**src/rtl/lsu_pkg.sv**
```systemverilog
// Shared types and helpers for the multi-cycle load/store unit:
// FSM states, access sizes, funct3 encodings and the legality check.
package lsu_pkg;

    typedef enum logic [1:0] {
        ST_IDLE,
        ST_REQ,
        ST_RSP,
        ST_DONE
    } lsu_state_e;

    typedef enum logic [1:0] {
        SZ_B,
        SZ_H,
        SZ_W,
        SZ_D
    } lsu_size_e;

    localparam logic [2:0] F3_B  = 3'b000;
    localparam logic [2:0] F3_H  = 3'b001;
    localparam logic [2:0] F3_W  = 3'b010;
    localparam logic [2:0] F3_D  = 3'b011;
    localparam logic [2:0] F3_BU = 3'b100;
    localparam logic [2:0] F3_HU = 3'b101;
    localparam logic [2:0] F3_WU = 3'b110;

    function automatic lsu_size_e size_of(input logic [2:0] funct3);
        return lsu_size_e'(funct3[1:0]);
    endfunction

    // Covers both funct3 legality for the datapath width and natural alignment.
    function automatic logic access_legal(input logic       wen,
                                          input logic [2:0] funct3,
                                          input logic [2:0] addr_lo,
                                          input logic       is64);
        logic ok;
        case (funct3)
            F3_B:    ok = 1'b1;
            F3_H:    ok = ~addr_lo[0];
            F3_W:    ok = (addr_lo[1:0] == 2'b00);
            F3_D:    ok = is64 && (addr_lo == 3'b000);
            F3_BU:   ok = ~wen;
            F3_HU:   ok = ~wen && ~addr_lo[0];
            F3_WU:   ok = ~wen && is64 && (addr_lo[1:0] == 2'b00);
            default: ok = 1'b0;
        endcase
        return ok;
    endfunction

endpackage

```
**src/rtl/lsu_align.sv**
```systemverilog
// Combinational lane steering: store data/strobe placement and load
// extraction with sign or zero extension.
module lsu_align
    import lsu_pkg::*;
#(
    parameter int DATA_W = 32
) (
    input  logic [1:0]                  size,
    input  logic                        sext,
    input  logic [$clog2(DATA_W/8)-1:0] offset,
    input  logic [DATA_W-1:0]           wdata,
    input  logic [DATA_W-1:0]           raw,
    output logic [DATA_W-1:0]           st_wdata,
    output logic [DATA_W/8-1:0]         st_wstrb,
    output logic [DATA_W-1:0]           ld_data
);

    localparam int STRB_W = DATA_W / 8;

    logic [DATA_W-1:0]  shifted;
    logic [7:0]         strb_base;
    logic signed [7:0]  b_s;
    logic signed [15:0] h_s;
    logic signed [31:0] w_s;

    always_comb begin
        shifted  = raw >> {offset, 3'b000};
        st_wdata = wdata << {offset, 3'b000};

        case (size)
            SZ_B:    strb_base = 8'h01;
            SZ_H:    strb_base = 8'h03;
            SZ_W:    strb_base = 8'h0F;
            default: strb_base = 8'hFF;
        endcase
        st_wstrb = strb_base[STRB_W-1:0] << offset;

        // Signed views let the width cast perform the sign extension.
        b_s = shifted[7:0];
        h_s = shifted[15:0];
        w_s = shifted[31:0];
        case (size)
            SZ_B:    ld_data = sext ? DATA_W'(b_s) : DATA_W'(shifted[7:0]);
            SZ_H:    ld_data = sext ? DATA_W'(h_s) : DATA_W'(shifted[15:0]);
            SZ_W:    ld_data = sext ? DATA_W'(w_s) : DATA_W'(shifted[31:0]);
            default: ld_data = shifted;
        endcase
    end

endmodule

```
**src/rtl/lsu_mc.sv**
```systemverilog
// Multi-cycle load/store unit: accepts one operation, issues it on a
// valid/ready memory port and returns extended load data or a store ack.
module lsu_mc
    import lsu_pkg::*;
#(
    parameter int DATA_W = 32,
    parameter int ADDR_W = 32
) (
    input  logic                clk,
    input  logic                rst,
    input  logic                in_valid,
    output logic                in_ready,
    input  logic                in_wen,
    input  logic [2:0]          in_funct3,
    input  logic [ADDR_W-1:0]   in_addr,
    input  logic [DATA_W-1:0]   in_wdata,
    output logic                out_valid,
    input  logic                out_ready,
    output logic [DATA_W-1:0]   out_rdata,
    output logic                out_err,
    output logic                mem_req_valid,
    input  logic                mem_req_ready,
    output logic                mem_req_wen,
    output logic [ADDR_W-1:0]   mem_req_addr,
    output logic [DATA_W-1:0]   mem_req_wdata,
    output logic [DATA_W/8-1:0] mem_req_wstrb,
    input  logic                mem_rsp_valid,
    input  logic [DATA_W-1:0]   mem_rsp_rdata
);

    localparam int   STRB_W = DATA_W / 8;
    localparam int   OFF_W  = $clog2(STRB_W);
    localparam logic IS64   = (DATA_W == 64);

    lsu_state_e        state;
    logic              wen_q;
    logic [2:0]        f3_q;
    logic [OFF_W-1:0]  off_q;

    logic              idle;
    logic              legal;
    logic [2:0]        al_f3;
    logic [OFF_W-1:0]  al_off;
    logic [DATA_W-1:0] al_wdata;
    logic [STRB_W-1:0] al_wstrb;
    logic [DATA_W-1:0] al_ld;

    // The aligner sees the live request while idle and the latched one afterwards.
    assign idle   = (state == ST_IDLE);
    assign al_f3  = idle ? in_funct3 : f3_q;
    assign al_off = idle ? in_addr[OFF_W-1:0] : off_q;
    assign legal  = access_legal(in_wen, in_funct3, in_addr[2:0], IS64);

    lsu_align #(
        .DATA_W (DATA_W)
    ) u_align (
        .size     (size_of(al_f3)),
        .sext     (~al_f3[2]),
        .offset   (al_off),
        .wdata    (in_wdata),
        .raw      (mem_rsp_rdata),
        .st_wdata (al_wdata),
        .st_wstrb (al_wstrb),
        .ld_data  (al_ld)
    );

    always_ff @(posedge clk or posedge rst) begin
        if (rst) begin
            state         <= ST_IDLE;
            wen_q         <= 1'b0;
            f3_q          <= 3'b000;
            off_q         <= '0;
            in_ready      <= 1'b1;
            out_valid     <= 1'b0;
            out_err       <= 1'b0;
            out_rdata     <= '0;
            mem_req_valid <= 1'b0;
            mem_req_wen   <= 1'b0;
            mem_req_addr  <= '0;
            mem_req_wdata <= '0;
            mem_req_wstrb <= '0;
        end else begin
            case (state)
                ST_IDLE: begin
                    if (in_valid) begin
                        wen_q    <= in_wen;
                        f3_q     <= in_funct3;
                        off_q    <= in_addr[OFF_W-1:0];
                        in_ready <= 1'b0;
                        if (legal) begin
                            mem_req_valid <= 1'b1;
                            mem_req_wen   <= in_wen;
                            mem_req_addr  <= {in_addr[ADDR_W-1:OFF_W], {OFF_W{1'b0}}};
                            mem_req_wdata <= in_wen ? al_wdata : '0;
                            mem_req_wstrb <= in_wen ? al_wstrb : '0;
                            state         <= ST_REQ;
                        end else begin
                            out_err   <= 1'b1;
                            out_valid <= 1'b1;
                            out_rdata <= '0;
                            state     <= ST_DONE;
                        end
                    end
                end
                ST_REQ: begin
                    if (mem_req_ready) begin
                        mem_req_valid <= 1'b0;
                        state         <= ST_RSP;
                    end
                end
                ST_RSP: begin
                    if (mem_rsp_valid) begin
                        out_rdata <= wen_q ? '0 : al_ld;
                        out_valid <= 1'b1;
                        state     <= ST_DONE;
                    end
                end
                ST_DONE: begin
                    if (out_ready) begin
                        out_valid <= 1'b0;
                        out_err   <= 1'b0;
                        in_ready  <= 1'b1;
                        state     <= ST_IDLE;
                    end
                end
                default: state <= ST_IDLE;
            endcase
        end
    end

endmodule

```
**config.mk**
```make
export PLATFORM = sky130hd
export DESIGN_NAME = lsu_mc
export DESIGN_NICKNAME = d
export VERILOG_FILES = /design/src/rtl/lsu_pkg.sv /design/src/rtl/lsu_align.sv /design/src/rtl/lsu_mc.sv
export SDC_FILE = /design/constraint.sdc
export NUM_CORES = 1
export LEC_CHECK = 0
export CAP_MARGIN = 10
export CELL_PAD_IN_SITES_DETAIL_PLACEMENT = 1
export CELL_PAD_IN_SITES_GLOBAL_PLACEMENT = 2
export CORE_MARGIN = 2
export CORE_UTILIZATION = 27
export CTS_BUF_LIST = sky130_fd_sc_hd__clkbuf_4 sky130_fd_sc_hd__clkbuf_8 sky130_fd_sc_hd__clkbuf_16
export DETAILED_ROUTE_END_ITERATION = 7
export PLACE_DENSITY = 0.82
export SLEW_MARGIN = 20
export SYNTH_ARGS = -nofsm -noshare
export SYNTH_HDL_FRONTEND = slang
export SYNTH_SLANG_ARGS = --single-unit
```
**constraint.sdc**
```tcl
create_clock -name clk -period 6 [get_ports clk]
set_input_delay 1.8 -clock clk [delete_from_list [all_inputs] [get_ports clk]]
set_output_delay 1.8 -clock clk [all_outputs]
set_load 0.005 [all_outputs]
```
# Word-level counts from Yosys, hierarchy flattened
# Index checks and enable logic that the tools add are counted.
# Widths: inputs -> output; s select.
word_totals:
  wordCells: 83
  input_bits: 106
  output_inout_bits: 105
  regBits: 111
op_classes:
  bitwise: 2
  n_shift: 3
  n_mux: 33
  n_reduce_logical: 17
  eq_ne: 15
ops:
  columns: ["operator", "count"]
  rows:
  - ["$mux 32", 7]
  - ["$pmux 32 s2", 2]
  - ["$shl 32x5->32", 1]
  - ["$shr 32x5->32", 1]
  - ["$reduce_and 4->1", 4]
  - ["$mux 2", 6]
  - ["$pmux 4 s3", 1]
  - ["$ne 2x2->1 const B", 5]
  - ["$mux 1", 9]
  - ["$pmux 2 s4", 1]
  - ["$eq 2x2->1 const B", 3]
  - ["$eq 3x3->1 const B", 2]
  - ["$logic_not 2->1", 3]
  - ["$pmux 1 s2", 3]
  - ["$reduce_and 3->1", 2]
  - ["$reduce_bool 2->1", 3]
  - ["$pmux 1 s5", 1]
  - ["$reduce_and 5->1", 1]
  - ["$eq 2x1->1 const B", 2]
  - ["$mux 4", 1]
  - ["$shl 4x2->4", 1]
  - ["$eq 3x1->1 const B", 1]
  - ["$eq 3x2->1 const B", 1]
  - ["$logic_not 3->1", 1]
  - ["other kinds (7)", 8]

# Longest topological paths before layout
# Gate-level depths: netlist (run 1).
logic_depth:
  ltp_word: 8
  depth_mapped: 10
  mapped_depth_nobuf: 7

# Cells and area by module
# A second synthesis (run 1) with hierarchy kept.
hier_totals:
  hier_cells: 578
  hier_area_um2: 6025.8
by_module_without_submodules:
  columns: ["module", "area_each_um2", "seq_area_each_um2", "n_inst", "cells_each"]
  rows:
  - ["lsu_mc", 4539.4, 2778.9, 1, 363]
  - ["lsu_align", 1486.4, 0.0, 1, 215]

# Worst setup path after synthesis (run 1)
# Ideal clock, no wire load.
synth_timing:
  path_kind: "in2reg"
  start: "in in_addr[0]"
  end: "reg out_rdata[17]"
  cell_stages: 7
  path_buffers: 2
  slack_ns: 2.671
  arrival_ns: 3.195
  setup_ns: 0.135
  t_required_ns: 5.865
  path_cell_list: "buf_2 mux2_4 mux2i_4 o22ai_4 a221oi_4 buf_6 o31ai_1"
synth_via:
  elab_chain_len: 7
  elab_cells_between_ends: 14
  cone_classes: "eq/ne (1); shift (1); mux (8); bitwise (1); reduce/logical (3)"
synth_lines:
  columns: ["item", "line", "text"]
  rows:
  - ["from (decl)", "lsu_mc.sv:15", "input logic [ADDR_W-1:0] in_addr,"]
  - ["$mux 2", "lsu_mc.sv:51", "assign al_off = idle ? in_addr[OFF_W-1:0] : off_q;"]
  - ["$shr 32x5->32", "lsu_align.sv:27", "shifted = raw >> {offset, 3'b000};"]
  - ["$mux 32, on equally long branches", "lsu_align.sv:44, lsu_align.sv:43", null]
  - ["$pmux 32 s2", "lsu_align.sv:42", "case (size)"]
  - ["$mux 32", "lsu_mc.sv:113", "out_rdata <= wen_q ? '0 : al_ld;"]
  - ["$mux 32", "lsu_mc.sv:112", "if (mem_rsp_valid) begin"]
  - ["$pmux 32 s2", "lsu_mc.sv:83", "case (state)"]
  - ["to (signal assigned)", "lsu_mc.sv:113", null]
  - ["to (decl)", "lsu_mc.sv:19", "output logic [DATA_W-1:0] out_rdata,"]
# Several ways; a longest one is shown, not always the timed one. The select of a mux whose other input is x is not followed.
# A chain may end at the register's enable or synchronous reset.

# Worst setup path in the final report (run 1)
layout_timing:
  start: "in in_addr[0]"
  end: "reg mem_req_addr[3]"
layout_via:
  elab_chain_len: 4
  elab_cells_between_ends: 5
  cone_classes: "mux (1); bitwise (1); reduce/logical (3)"
layout_lines:
  columns: ["item", "line", "text"]
  rows:
  - ["$not 1->1", "lsu_pkg.sv:39, lsu_pkg.sv:43", null]
  - ["$logic_and 1x1->1", "lsu_pkg.sv:43", "F3_HU: ok = ~wen && ~addr_lo[0];"]
  - ["$pmux 1 s5 (*)", "lsu_pkg.sv:37", "case (funct3)"]
  - ["$reduce_and 3->1 (no line) (*)", null, null]
  - ["to (signal assigned)", "lsu_mc.sv:93", "mem_req_addr <= {in_addr[ADDR_W-1:OFF_W], {OFF_W{1'b0}}};"]
  - ["to (decl)", "lsu_mc.sv:24", "output logic [ADDR_W-1:0] mem_req_addr,"]
# Mark *: on every way between the ends. The rest lies on a longest branch, timed or not.

==> results of run 1 <==
==> flip-flops by register name, summed over array words and instances, names as in the netlist <==
name,count
wen_q,1
off_q,2
in_ready,1
state,2
mem_req_wstrb,4
mem_req_wdata,32
f3_q,3
out_rdata,32
out_err,1
mem_req_valid,1
out_valid,1
mem_req_addr,30
mem_req_wen,1
==> power by group <==
part / internal [µW] / leakage [µW] / switching, µW
clock: 342 / 0.000151 / 297
combinational: 1170 / 0.00188 / 1100
sequential: 1070 / 0.00143 / 217
total: 2590 / 0.00346 / 1610
==> cell usage in the layout, fill, tap and decap left out, types with 7 or more instances in the layout <==
| cell type | synthesis | layout |
|---|---|---|
| clkdlybuf4s50_1 | 0 | 208 |
| nor2b_1 | 7 | 7 |
| mux2_2 | 50 | 50 |
| nand2_1 | 84 | 84 |
| clkbuf_16 | 0 | 9 |
| dfrtp_1 | 110 | 110 |
| o31ai_1 | 18 | 18 |
| nor2_1 | 10 | 10 |
| o21ai_0 | 35 | 35 |
| a21oi_1 | 21 | 21 |
| a22o_1 | 25 | 25 |
| inv_1 | 10 | 9 |
| a22oi_1 | 7 | 7 |
| a31oi_1 | 7 | 7 |
| a32o_1 | 10 | 10 |
| a2bb2oi_1 | 7 | 7 |
| buf_4 | 5 | 13 |
| mux2i_1 | 30 | 29 |
==> worst min-delay path: stages (launching register included) <==
cell	delay (ns)
dfrtp_1	0.34
nand2_1	0.05
o31ai_1	0.06
==> layout make-up <==
type / instances / area, µm²
inverters: 10 / 40.0
clock buffers: 10 / 239
fillers: 2220 / 12000
well taps: 270 / 338
clock inverters: 6 / 72.6
repair buffers: 221 / 2180
flip-flops and latches: 111 / 2780
multi-input cells: 349 / 2560
==> worst paths after layout <==
path	from	to	slack (ns)
max reg2reg	state[0]	out_rdata[8]	2.43
min	out_rdata[28]	out_rdata[28]	0.48
min reg2reg	out_rdata[28]	out_rdata[28]	0.48
max	in_addr[0]	mem_req_addr[3]	1.58
max in group asynchronous	rst	in_ready	3.10
min in group asynchronous	rst	mem_req_wstrb[0]	1.98
==> metrics by stage <==
stage	std cells	power, µW	worst slack, ns
after global placement	961	3510	1.36
after detailed placement	961	3590	1.19
after floorplan	508	2500	1.27
after global routing	977	4470	1.40
final	977	4200	1.58
after CTS	977	4250	1.58
==> metal layers <==
layer | vias to the layer above | global-route usage | routed length (µm)
li1 | 2232 | - | -
met1 | 2451 | 0.219 | 8310
met5 | - | 0 | 0
met4 | 0 | 0.0582 | 436
met2 | 178 | 0.322 | 9820
met3 | 23 | 0.0417 | 1290
==> cell families (layout without fill, tap and decap cells) <==
logic type               after synthesis  after routing  share of synthesized area
adder cells (fa/ha/maj)                4              4                    0.00901
multiplexers                          84             84                      0.169
flip-flops                           111            111                      0.500
AO/OA/AOI/OAI                        144            144                      0.190
other                                  1              2                   0.000675
buffers and inverters                 48            247                     0.0437
AND/OR/NAND/NOR                      115            115                     0.0883
==> results.py, run 1 <==
metrics = {
    "logic_synthesis": {
        "yosys_warnings": 0,
        "postSynthCellCount": 507,
        "ys_async_sr_fraction": 1.00,
        "ys_top_cells_by_count": "dfrtp_1 (110), nand2_1 (84), mux2_2 (50), o21ai_0 (35), mux2i_1 (30)",
        "seq_area_frac_synth": 0.500,
        "synth_top_area_frac": 0.495,
        "syn_area_um2": 5560,
        "ys_top_cells_by_area": "dfrtp_1 (50%), mux2_2 (10%), nand2_1 (5.7%)",
        "synth_seq_cells": 111,
        "yosys_most_used_dff": "dfrtp_1",
        "yosysTopAreaCell": "dfrtp_1",
        "synth_edf_count": 0,
        "postSynthAreaPerCell_um2": 11.0,
        "yosysMostFrequentCell": "dfrtp_1",
        "synthDistinctLibCells": 48,
    },
    "placement": {
        "gp_congestion": 0.821,
        "placed_area_um2": 7890,
        "dp_hpwl_um": 14700,
        "port_buffers": 208,
    },
    "clock_tree": {
        "root_buffer": "clkbuf_16",
        "hold_buffers": 0,
        "clockBufferDepth": 2,
        "postCtsResizedCells": 0,
        "cts_tree": "yes",
        "cts-buffers-inserted": 9,
        "h-tree-depth": 3,
        "clkTransAtPathRegs_ns": 0.07,
        "post-cts-setup-buffers": 0,
        "clk_latency_ns": 0.35,
        "cts_sinks": 111,
    },
    "route": {
        "viasPerCell": 5.00,
        "drt_iter0_drc": 188,
        "vias": 4884,
        "ant_nets": 0,
        "dr.pass1.iters": 7,
        "postRouteWirelength_um": 19900,
        "drc": 0,
        "avgRoutedWirePerCell_um": 20.3,
    },
    "layout": {
        "drive_above_1_share": 0.130,
        "final_util": 0.406,
        "antenna_cells": 0,
        "area_growth_pct": 47.6,
        "final_area_um2": 8210,
        "nNetsFinal": 812,
    },
    "run_status": {
        "status": "finished clean",
    },
    "power_and_ir_drop": {
        "power_leakage_uw": 0.00346,
        "powerDensity_nw_per_um2": 512,
        "vdd_drop_max_v": 0.000169,
    },
    "timing": {
        "slew_headroom": 0.287,
        "min_period_ns": 4.42,
        "fin_setup_tns_ns": 0,
        "setup_violations": 0,
        "fin_skew_ns": 0.00485,
        "rsz0062_at_grt": "false",
        "hold-worst-slack_ns": 0.484,
        "finalCritPeriodShare": 0.736,
        "tightest_slew_ns": 1.07,
        "finalHoldViolations": 0,
        "timing.fmax_mhz": 226,
        "slew_violations": 0,
    },
    "critical_path": {
        "arrival_ns": 4.66,
        "worstSetupPathType": "in -> reg",
        "crit_fanout": 30,
        "path_buf_inv": 2,
        "slowest_stage": "nand3_2",
        "cpLargestDelayFamily": "simple AND/OR/NAND/NOR gates",
        "crit_chain": "clkdlybuf4s50_1, nor4_1, or2_2, nand3_2, buf_4, mux2_2",
        "end_kind": "flip-flop",
        "reg2regPathDepth": 9,
        "slowest_delay_ns": 0.64,
        "worst-path-stages": 6,
        "critical_path_required_ns": 6.24,
        "startpoint_type": "input pin",
    },
    "floorplan": {
        "core_um2": 20200,
        "start_util": 0.275,
        "io_pins": 211,
        "die_h_um": 147,
        "die_w_um": 147,
        "core.rowCount": 52,
        "dieArea_um2": 21700,
    },
    "global_route": {
        "grt_overflow": 0,
        "grt_max_degree": 68,
        "grt_usage": 0.182,
        "antenna_found_initial": 0,
        "grt_first_pass_wirelength_um": 30700,
        "first_global_vias": 5407,
    },
    "hold_path": {
        "hold_class": "reg -> reg",
        "min_path_cells": 2,
    },
    "flow_run": {
        "drv_cap": 0,
    },
}
(Power assumes the default switching activity.)
==> run 2: changes to the inputs <==
CORE_UTILIZATION = 24   (was 27)
PLACE_DENSITY = 0.77   (was 0.82)
clock period = 3.7 ns   (was 6 ns; I/O delays follow)
==> run 2 against run 1 <==
Register-to-register slack got worse by 1.6 ns. Combinational power is 65% higher. Core utilization is 4.1 points lower. Count of clock-buffer cells in the layout is 1 higher. Worst hold slack improved by 0.0031 ns. Final cell count is 2.1% higher. Wire length about the same. Worst setup slack lost 0.95 ns. Sequential share of layout area decreased by 0.28 points. Sequential cell count stayed put. Clock power increased by 51%.
==> results.py, run 2 (synthesis gave the netlist of run 1 again) <==
metrics = {
    "floorplan": {
        "die_h_um": 156,
        "die_w_um": 156,
        "core_um2": 22700,
        "io_pins": 211,
        "dieArea_um2": 24400,
        "core.rowCount": 55,
        "start_util": 0.245,
    },
    "timing": {
        "min_period_ns": 3.07,
        "finalCritPeriodShare": 0.829,
        "timing.fmax_mhz": 326,
        "tightest_slew_ns": 0.666,
        "fin_skew_ns": 0.00489,
        "finalWorstSetupSlack_ns": 0.631,
        "setup_violations": 0,
        "finalHoldViolations": 0,
        "hold-worst-slack_ns": 0.487,
        "slew_violations": 0,
        "slew_headroom": 0.555,
        "fin_setup_tns_ns": 0,
        "rsz0062_at_grt": "false",
    },
    "route": {
        "postRouteWirelength_um": 19900,
        "dr.pass1.iters": 4,
        "drt_iter0_drc": 165,
        "avgRoutedWirePerCell_um": 19.9,
        "viasPerCell": 4.87,
        "vias": 4856,
        "ant_nets": 0,
        "drc": 0,
    },
    "clock_tree": {
        "hold_buffers": 0,
        "clkTransAtPathRegs_ns": 0.07,
        "clk_latency_ns": 0.36,
        "clockBufferDepth": 2,
        "cts_tree": "yes",
        "root_buffer": "clkbuf_16",
        "post-cts-setup-buffers": 0,
        "cts_sinks": 111,
        "cts-buffers-inserted": 9,
        "h-tree-depth": 3,
        "postCtsResizedCells": 0,
    },
    "global_route": {
        "grt_first_pass_wirelength_um": 30600,
        "first_global_vias": 5238,
        "antenna_found_initial": 0,
        "grt_overflow": 0,
        "grt_usage": 0.163,
        "grt_max_degree": 68,
    },
    "layout": {
        "area_growth_pct": 48.9,
        "final_common_cell": "clkdlybuf4s50_1",
        "nNetsFinal": 818,
        "top_regs": "mem_req_wdata x32, out_rdata x32, mem_req_addr x30",
        "multi_input_area_um2": 2550,
        "final_cell_mix": "clkdlybuf4s50_1 (208), dfrtp_1 (110), nand2_1 (84)",
        "fin_cells": 998,
        "num-fill-cells": 2521,
        "drive_above_1_share": 0.136,
        "regArea_um2": 2780,
        "final_util": 0.364,
        "antenna_cells": 0,
    },
    "flow_run": {
        "drv_cap": 0,
    },
    "power_and_ir_drop": {
        "vdd_drop_max_v": 0.000436,
        "switching_power_uw": 2610,
        "p_int_uw": 4190,
        "power_leakage_uw": 0.00348,
        "p_clk_frac": 0.143,
        "seq_power_share": 0.308,
        "combPwrFrac": 0.550,
        "switching_share": 0.384,
        "powerDensity_nw_per_um2": 822,
    },
    "hold_path": {
        "hold_class": "reg -> reg",
    },
    "critical_path": {
        "startpoint_type": "input pin",
        "worstSetupPathType": "in -> reg",
        "critical_path_required_ns": 3.93,
        "end_kind": "flip-flop",
        "crit_fanout": 18,
        "arrival_ns": 3.30,
    },
    "placement": {
        "placed_cells": 982,
        "port_buffers": 208,
        "dp_hpwl_um": 14800,
        "pre_cts_ws_ns": 0.278,
        "gp_congestion": 0.824,
    },
    "run_status": {
        "status": "finished clean",
    },
}
-- run 2: changes by cell type in the layout (fill, tap and decap cells not counted), moves of 2 or more --
cell,before,now
inv_6,4,1
clkinvlp_4,1,4
buf_12,0,2
buf_4,13,17
-- run 2: power by group through the flow --
stage | Clock (µW) | Combinational [µW] | Sequential (µW)
floorplan | 0 | 1980 | 2070
global placement | 0 | 3690 | 2080
detailed placement | 0 | 3770 | 2110
CTS | 1010 | 3790 | 2100
global route | 1060 | 4070 | 2160
finish | 969 | 3740 | 2090
-- run 2: critical path, cell delays in order --
cell,delay [ns]
clkdlybuf4s50_1,0.59
mux2i_4,0.58
buf_4,0.27
buf_4,0.26
mux2i_1,0.34
o21ai_0,0.13
-- run 2: final timing paths --
check | from | end | slack (ns) | cells after the start
hold / removal | mem_req_wdata[11] | mem_req_wdata[11] | 0.49 | 2
max in group asynchronous | rst | mem_req_wdata[15] | 1.59 | 3
min in group asynchronous | rst | mem_req_addr[4] | 1.20 | 2
setup / recovery | in_addr[0] | mem_req_wdata[10] | 0.63 | 6
setup reg to reg | state[0] | mem_req_wdata[10] | 0.84 | 8
hold reg to reg | mem_req_wdata[11] | mem_req_wdata[11] | 0.49 | 2
-- run 2: metal layers --
layer  track usage  share of wire  wire (µm)
met5             0              0          0
met4        0.0546          0.022        439
met3        0.0381          0.053       1050
met2         0.270           0.48       9570
met1         0.210           0.44       8810
-- run 2: metrics by stage --
step                      total power [µW]  area, µm²
after floorplan                       4050       5570
after global placement                5770       7980
after detailed placement              5890       7980
after CTS                             6900       8270
after global routing                  7290       8270
final                                 6800       8270
-- run 2: cell type report --
type | instances | area share
clock buffers | 11 | 0.0306
well taps | 285 | 0.0431
repair buffers | 227 | 0.272
multi-input cells | 349 | 0.309
clock inverters | 5 | 0.00484
flip-flops and latches | 111 | 0.336
inverters | 10 | 0.00499
==> run 3: changes to the inputs <==
clock period = 2.5 ns   (was 3.7 ns; I/O delays follow)
==> run 3 against run 2 <==
Critical path type is now reg -> reg. Total power up 61%. Worst setup slack got worse by 0.51 ns. Sequential cell count did not move. Sequential share of layout area decreased by 1.8 points. Largest power group unchanged. Worst hold slack got worse by 0.00069 ns.
==> results.py, run 3 (synthesis gave the netlist of run 1 again) <==
metrics = {
    "placement": {
        "gp_congestion": 0.799,
        "port_buffers": 208,
        "placed_cells": 1011,
        "dp_hpwl_um": 15600,
    },
    "timing": {
        "tightest_slew_ns": 0.531,
        "rsz0062_at_grt": "false",
        "setup_violations": 0,
        "min_period_ns": 2.38,
        "slew_violations": 0,
        "fin_skew_ns": 0.0101,
        "slew_headroom": 0.645,
        "timing.fmax_mhz": 420,
        "finalCritPeriodShare": 0.952,
        "finalHoldViolations": 0,
    },
    "route": {
        "ant_nets": 0,
        "drc": 0,
        "dr.pass1.iters": 4,
        "avgRoutedWirePerCell_um": 19.9,
        "postRouteWirelength_um": 20500,
        "drt_iter0_drc": 173,
        "viasPerCell": 4.84,
        "vias": 4985,
    },
    "layout": {
        "area_growth_pct": 57.4,
        "regArea_um2": 2780,
        "nNetsFinal": 850,
        "antenna_cells": 0,
        "drive_above_1_share": 0.176,
        "fin_cells": 1030,
        "top_regs": "mem_req_wdata x32, out_rdata x32, mem_req_addr x30",
        "final_cell_mix": "clkdlybuf4s50_1 (208), dfrtp_1 (110), nand2_1 (84)",
        "num-fill-cells": 2479,
        "multi_input_area_um2": 2570,
        "final_common_cell": "clkdlybuf4s50_1",
    },
    "critical_path": {
        "reg2regPathDepth": 9,
        "r2r-start": "state[0]",
        "r2r_setup_slack_ns": 0.12,
        "arrival_ns": 2.62,
        "crit_fanout": 11,
        "critical_path_required_ns": 2.74,
        "startpoint_type": "flip-flop",
        "r2r-end": "out_rdata[13]",
        "end_kind": "flip-flop",
        "worstSetupPathType": "reg -> reg",
    },
    "clock_tree": {
        "h-tree-depth": 3,
        "cts_sinks": 111,
        "cts-buffers-inserted": 9,
        "hold_buffers": 0,
        "clk_latency_ns": 0.36,
        "root_buffer": "clkbuf_16",
        "cts_tree": "yes",
        "clockBufferDepth": 2,
        "clkTransAtPathRegs_ns": 0.09,
    },
    "run_status": {
        "status": "finished clean",
    },
    "global_route": {
        "grt_max_degree": 43,
        "grt_overflow": 0,
        "first_global_vias": 5307,
        "grt_first_pass_wirelength_um": 31100,
        "grt_usage": 0.166,
        "antenna_found_initial": 0,
    },
    "floorplan": {
        "die_w_um": 156,
        "dieArea_um2": 24400,
        "start_util": 0.245,
        "io_pins": 211,
        "core.rowCount": 55,
        "core_um2": 22700,
        "die_h_um": 156,
    },
    "hold_path": {
        "hold_class": "reg -> reg",
        "min_from": "out_rdata[27]",
        "whs_endpoint": "out_rdata[27]",
        "min_path_cells": 2,
    },
    "power_and_ir_drop": {
        "power_leakage_uw": 0.00374,
        "vdd_drop_max_v": 0.000445,
        "p_total_uw": 11000,
        "powerDensity_nw_per_um2": 1250,
    },
    "flow_run": {
        "drv_cap": 0,
    },
}
run 3: cell count changes in the layout (fill, tap and decap cells not counted), sizes merged:
cell | previous run | this run
buf | 19 | 50
bufinv | 0 | 2
clkbuf | 11 | 10
inv | 10 | 13
clkinvlp | 4 | 1
run 3: how the worst max path moves through the flow:
stage	startpoint	to	slack [ns]	depth (start not counted)
6_report	state[0]	out_rdata[13]	0.12	9
4_1_cts	state[1]	out_rdata[12]	0.04	10
3_3_place_gp	in_addr[1]	mem_req_addr[22]	-0.21	7
5_1_grt	in_addr[1]	out_rdata[28]	0.009	7
2_1_floorplan	in_addr[0]	out_rdata[17]	0.22	7
3_5_place_dp	in_addr[1]	mem_req_addr[18]	-0.24	7
run 3: routing by layer:
layer / global-route usage / vias up / routed length, µm
li1: - / 2305 / -
met3: 0.0442 / 20 / 1280
met4: 0.0463 / 0 / 319
met2: 0.289 / 146 / 10200
met5: 0 / - / 0
met1: 0.202 / 2514 / 8670
run 3: worst max-delay path, stage by stage (launching register included):
cell and delay (ns):
dfrtp_1 0.40, inv_1 0.14, ha_4 0.20, buf_12 0.15, mux2i_4 0.36, buf_4 0.17
mux2_2 0.32, a22oi_1 0.25, a2bb2oi_1 0.19, o21ai_0 0.09
run 3: power by group:
group	switching (µW)	total, µW	leakage, µW	internal [µW]
sequential	517	3090	0.00143	2570
combinational	2800	6220	0.00214	3420
clock	756	1660	0.000166	908
total	4080	11000	0.00374	6900
run 3: layout make-up:
type                            instances  area share
Sequential cell                       111       0.318
Timing Repair Buffer                  259       0.304
Multi-Input combinational cell        349       0.294
Tap cell                              285      0.0408
Clock buffer                            9      0.0257
Clock inverter                          7      0.0127
Inverter                               10     0.00472
run 3: repair_timing:
action	4_1_cts	5_1_grt
gates resized for setup	0	5
setup endpoints to repair	0	18
hold endpoints to repair	0	0
buffers inserted	0	2
run 3: stage by stage:
step           worst slack, ns  hold WS, ns   util  cell area, µm²  TNS [ns]
5_1_grt                0.00868        0.509  0.385            8750         0
2_1_floorplan            0.221        0.470      -            5570         0
3_5_place_dp            -0.244        0.472  0.368            8350    -18.74
3_3_place_gp            -0.206        0.461  0.368            8350    -14.96
6_report                 0.119        0.486  0.385            8750         0
4_1_cts                 0.0408        0.491  0.382            8680         0
